--- config.mk ---
export PLATFORM = sky130hd
export DESIGN_NAME = dca_matrix_lsu_read_sequencer
export DESIGN_NICKNAME = d
export VERILOG_FILES = /design/src/rtl/dca_matrix_lsu_read_sequencer.sv
export SDC_FILE = /design/constraint.sdc
export NUM_CORES = 1
export LEC_CHECK = 0
export CORE_MARGIN = 3
export CORE_UTILIZATION = 53
export CTS_CLUSTER_DIAMETER = 80
export CTS_CLUSTER_SIZE = 25
export DETAILED_ROUTE_END_ITERATION = 16
export PLACE_DENSITY = 0.82
export SLEW_MARGIN = 0
export SYNTH_ARGS = -nofsm -noshare
export SYNTH_HDL_FRONTEND = slang
export SYNTH_SLANG_ARGS = --single-unit
--- constraint.sdc ---
create_clock -name clk -period 3.3 [get_ports clk]
set_input_delay 0.825 -clock clk [delete_from_list [all_inputs] [get_ports clk]]
set_output_delay 0.825 -clock clk [all_outputs]
set_load 0.01 [all_outputs]
--- src/rtl/dca_matrix_lsu_read_sequencer.sv ---
// Matrix LSU read sequencer: walks a matrix-load instruction row by row, issuing one AR burst
// and one aligner txn-info word per row, and signals completion once every burst has returned.
module dca_matrix_lsu_read_sequencer #(
  parameter int unsigned BW_ADDR         = 32,
  parameter int unsigned BW_AXI_DATA     = 128,
  parameter int unsigned BW_ELEMENT      = 32,
  parameter int unsigned BW_NUM          = 8,
  parameter int unsigned MAX_OUTSTANDING = 4
) (
  input  logic                                 clk,
  input  logic                                 rst,
  input  logic                                 inst_valid,
  output logic                                 inst_ready,
  input  logic [BW_ADDR-1:0]                   inst_addr,
  input  logic [BW_ADDR-4:0]                   inst_stride_ls3,
  input  logic [BW_NUM-1:0]                    inst_num_row_m1,
  input  logic [BW_NUM-1:0]                    inst_num_col_m1,
  output logic [BW_ADDR-1:0]                   araddr,
  output logic [7:0]                           arlen,
  output logic                                 arvalid,
  input  logic                                 arready,
  output logic                                 txn_valid,
  input  logic                                 txn_ready,
  output logic [10+$clog2(BW_AXI_DATA)-1:0]    txn_info,
  input  logic                                 rvalid,
  input  logic                                 rready,
  input  logic                                 rlast,
  output logic                                 busy,
  output logic                                 done
);

  localparam int unsigned BPB    = BW_AXI_DATA / 8;
  localparam int unsigned OFF_W  = $clog2(BPB);
  localparam int unsigned EB     = BW_ELEMENT / 8;
  localparam int unsigned SPAN_W = BW_NUM + $clog2(EB + 1) + 2;
  localparam int unsigned CNT_W  = $clog2(MAX_OUTSTANDING + 1);

  typedef enum logic [1:0] {
    IDLE  = 2'd0,
    ISSUE = 2'd1,
    DRAIN = 2'd2
  } state_t;

  state_t               state;
  logic [BW_ADDR-1:0]   cur_addr;
  logic [BW_ADDR-4:0]   stride_ls3;
  logic [BW_NUM-1:0]    num_row_m1;
  logic [BW_NUM-1:0]    num_col_m1;
  logic [BW_NUM-1:0]    row;
  logic                 calc;
  logic                 ar_done;
  logic                 txn_done;
  logic [CNT_W-1:0]     out_cnt;

  logic                 ar_hs;
  logic                 txn_hs;
  logic                 r_hs;
  logic                 ar_done_n;
  logic                 txn_done_n;
  logic [CNT_W-1:0]     cnt_nxt;
  logic                 cnt_room;
  logic [OFF_W-1:0]     off;
  logic [SPAN_W-1:0]    row_bytes;
  logic [SPAN_W-1:0]    span_m1;
  logic [7:0]           arlen_c;

  // Handshakes, outstanding-count update and row geometry for the current row address.
  always_comb begin
    ar_hs      = arvalid & arready;
    txn_hs     = txn_valid & txn_ready;
    r_hs       = rvalid & rready & rlast;
    ar_done_n  = ar_done | ar_hs;
    txn_done_n = txn_done | txn_hs;
    cnt_nxt    = out_cnt;
    if (ar_hs && !r_hs) begin
      cnt_nxt = out_cnt + CNT_W'(1);
    end else if (!ar_hs && r_hs && (out_cnt != '0)) begin
      cnt_nxt = out_cnt - CNT_W'(1);
    end
    cnt_room  = (cnt_nxt < CNT_W'(MAX_OUTSTANDING));
    off       = cur_addr[OFF_W-1:0];
    row_bytes = (SPAN_W'(num_col_m1) + SPAN_W'(1)) * SPAN_W'(EB);
    span_m1   = row_bytes + SPAN_W'(off) - SPAN_W'(1);
    arlen_c   = 8'(span_m1 >> OFF_W);
  end

  // Sequencer FSM with registered AR / txn / status outputs.
  always_ff @(posedge clk) begin
    if (rst) begin
      state      <= IDLE;
      cur_addr   <= '0;
      stride_ls3 <= '0;
      num_row_m1 <= '0;
      num_col_m1 <= '0;
      row        <= '0;
      calc       <= 1'b0;
      ar_done    <= 1'b0;
      txn_done   <= 1'b0;
      out_cnt    <= '0;
      araddr     <= '0;
      arlen      <= '0;
      arvalid    <= 1'b0;
      txn_valid  <= 1'b0;
      txn_info   <= '0;
      inst_ready <= 1'b1;
      busy       <= 1'b0;
      done       <= 1'b0;
    end else begin
      done    <= 1'b0;
      out_cnt <= cnt_nxt;
      case (state)
        IDLE: begin
          if (inst_valid && inst_ready) begin
            cur_addr   <= inst_addr;
            stride_ls3 <= inst_stride_ls3;
            num_row_m1 <= inst_num_row_m1;
            num_col_m1 <= inst_num_col_m1;
            row        <= '0;
            calc       <= 1'b1;
            ar_done    <= 1'b0;
            txn_done   <= 1'b0;
            inst_ready <= 1'b0;
            busy       <= 1'b1;
            state      <= ISSUE;
          end
        end
        ISSUE: begin
          if (calc) begin
            araddr    <= {cur_addr[BW_ADDR-1:OFF_W], OFF_W'(0)};
            arlen     <= arlen_c;
            txn_info  <= {(row == num_row_m1), (row == '0), arlen_c, off, 3'b000};
            calc      <= 1'b0;
            arvalid   <= cnt_room;
            txn_valid <= 1'b1;
          end else if (ar_done_n && txn_done_n) begin
            arvalid   <= 1'b0;
            txn_valid <= 1'b0;
            ar_done   <= 1'b0;
            txn_done  <= 1'b0;
            if (row == num_row_m1) begin
              state <= DRAIN;
            end else begin
              row      <= row + BW_NUM'(1);
              cur_addr <= cur_addr + {stride_ls3, 3'b000};
              calc     <= 1'b1;
            end
          end else begin
            // AR may be held off by the outstanding limit while txn proceeds on its own.
            ar_done   <= ar_done_n;
            txn_done  <= txn_done_n;
            arvalid   <= !ar_done_n && cnt_room;
            txn_valid <= !txn_done_n;
          end
        end
        DRAIN: begin
          if (out_cnt == '0) begin
            done       <= 1'b1;
            busy       <= 1'b0;
            inst_ready <= 1'b1;
            state      <= IDLE;
          end
        end
        default: state <= IDLE;
      endcase
    end
  end

endmodule

==> out/metrics.csv <==
metric,value,unit
syn_inst,1026,
cts_buffers,17,
cts_tree,built,
post_cts_buffers,0,
hold-worst-slack,453,ps
clk_pin_slew,60,ps
place_area,9280,µm²
peakVddDrop,0.329,mV
cp.required,3600,ps
rsz0062_at_grt,false,
synthFlopType,dfxtp_1,
dieArea,16200,µm²
antenna_found_initial,0,
postLayoutCellArea,9830,µm²
ant_nets,0,
die_y,127,µm
wl_per_cell,15.8,µm
fin_skew,6.49,ps
p_leak,3.75,nW
layout_min_cycle_time,3080,ps
syn_area_per_cell,7.62,µm²
hold_path_class,reg -> reg,
synth_top_area_share,35.8,%
grt_pass1_vias,7204,
max_freq,324,MHz
place.gp.congestion,0.892,
min_from,txn_info[16],
clock_latency,420,ps
final_hold_viol_count,0,
cap_violations,0,
async_reset_ff_share,0,%
synth_area_leader_cell,dfxtp_1,
worstRegToRegCells,9,
cp_max_fo,5,
total_power,4.70,mW
grt_pass1_wl,34600,µm
row_count,43,
layout_commonest_cell,nand2_1,
run_status,finished clean,
gr-total-overflow,0,
tns,0,ps
gr-usage-all-layers,25.9,%
vias,7567,
arrival,3380,ps
totalWireLength,20900,µm
synth-seq-cells,140,
ys_warn_count,0,
synth_cell_types,66,
worstSetupPathType,reg -> reg,
synth.yosys.seq_area_share,35.8,%
cts.sinks,140,
slew_headroom,43.7,%
ioPinCount,147,
worst_setup_path_end_kind,flop,
ff2ff_setup_slack,220,ps
synth_edf_count,0,
crit_path_start_kind,flop,
whs_endpoint,txn_info[16],
syn_area,7820,µm²
viasPerCell,5.71,
portBuffers,139,
powerDensity,478,nW/µm²
drive_above_1_share,5.50,%
clk_path_buf_depth,2,
rr_startpoint,cur_addr[3],
die_x,127,µm
worst_pin_slew,843,ps
drv_slew,0,
grt_max_degree,57,
drt_iter0_drc,776,
htree_num_levels,4,
r2r-end,cur_addr[25],
final-setup-viol-count,0,
drc,0,
antenna_cells,0,
dpl.cell_count,1293,
area_delta_synth_final,25.7,%
hpwl,14700,µm
layout_worst_path_cycle_share,93.4,%
holdPathStages,2,
root_buffer,clkbuf_16,
core-area,14100,µm²
final_cell_mix,"nand2_1 (232), dfxtp_1 (140), clkdlybuf4s50_1 (138)",
synth.area.top_cells,"dfxtp_1 (36%), nand2_1 (11%), a21oi_1 (8.4%), ha_1 (6.6%), xnor2_1 (4.0%)",
initial_utilization,55.3,%
final_cells,1325,
finalNetCount,1259,
dr.pass1.iters,5,
## power breakdown
part | leakage, nW | internal, mW | switching [mW]
combinational | 2.34 | 0.445 | 0.565
sequential | 1.14 | 1.79 | 0.0934
clock | 0.275 | 1.09 | 0.707
## per-stage QoR
step	setup slack (ps)	utilization, %
2_1_floorplan	526	-
3_3_place_gp	363	65.5
3_5_place_dp	246	65.5
4_1_cts	192	69.4
5_1_grt	51.9	69.5
6_report	218	69.5
## repair_timing
item                                   in CTS  in global routing
gates resized for setup                     0                  1
endpoints found under the hold margin       0                  0
hold buffers                                0                  0
setup endpoints to repair                   0                  2
## registers in the layout, summed over array words and instances (netlist names), 3 cells and up
signal / cells
row: 8
stride_ls3: 29
cur_addr: 32
out_cnt: 3
num_row_m1: 8
num_col_m1: 8
txn_info: 7
arlen: 7
araddr: 28
## synthesized netlist by cell type, types with 3 or more instances
library cell / count
nand2_1: 232
dfxtp_1: 140
a21oi_1: 132
nor2_1: 77
clkbuf_1: 52
ha_1: 41
xnor2_1: 36
o21ai_0: 30
nor3_1: 27
inv_1: 21
a211oi_1: 20
nand3_1: 17
xor2_1: 17
buf_4: 15
nand4_1: 14
and3_1: 12
a21o_1: 11
a311oi_1: 10
nand2b_1: 8
a31oi_1: 7
nor2b_1: 7
a2111oi_0: 6
o211ai_1: 6
or3_1: 6
and2_1: 5
buf_1: 5
buf_2: 5
mux2i_1: 5
nand3b_1: 5
o21bai_1: 5
o31ai_1: 5
nor4b_1: 3
o21a_1: 3
## cell type report
type	instances	area (µm²)
multi-input cells	793	4630
fillers	1164	4320
flip-flops and latches	140	2800
repair buffers	159	1540
clock buffers	25	485
well taps	180	225
inverters	21	78.8
clock inverters	7	63.8
## worst max-delay path, stage by stage (launching register included)
cell,delay [ps]
dfxtp_1,310
ha_1,230
fa_1,410
a21o_1,200
a22o_1,220
o41ai_4,470
o21ai_1,250
a311oi_1,370
xor2_1,100
a2111oi_0,390
## per-layer routing
metal	share of wire, %	vias up	routed length [µm]	global-route usage, %
met2	46	270	9590	41.4
met3	6.9	33	1450	5.69
met5	0	-	0	0
li1	-	3766	-	-
met1	45	3498	9490	34.7
met4	1.8	0	374	9.02
## kinds of logic (layout without fill, tap and decap cells)
family / Yosys count / count (layout) / share of synthesized area (%)
DFF: 140 / 140 / 35.8
xor gates and xnor gates: 53 / 53 / 5.94
muxes: 5 / 5 / 0.640
other: 1 / 7 / 0.0480
AOI/OAI and AO/OA: 261 / 261 / 21.0
buffers and inverters: 99 / 212 / 5.65
and+or+nand+nor: 425 / 425 / 24.1
adders and majority gates: 42 / 42 / 6.82
## how the worst max path moves through the flow
stage                             start           end  slack, ps  cells after the start
after floorplan           num_col_m1[0]      arlen[6]        530                     11
after global placement      cur_addr[3]  cur_addr[25]        360                      9
after detailed placement    cur_addr[3]  cur_addr[25]        250                      9
after CTS                 num_col_m1[0]      arlen[6]        190                     10
after global routing        cur_addr[3]  cur_addr[25]         50                      9
final                       cur_addr[3]  cur_addr[25]        220                      9
(Power assumes the default switching activity.)
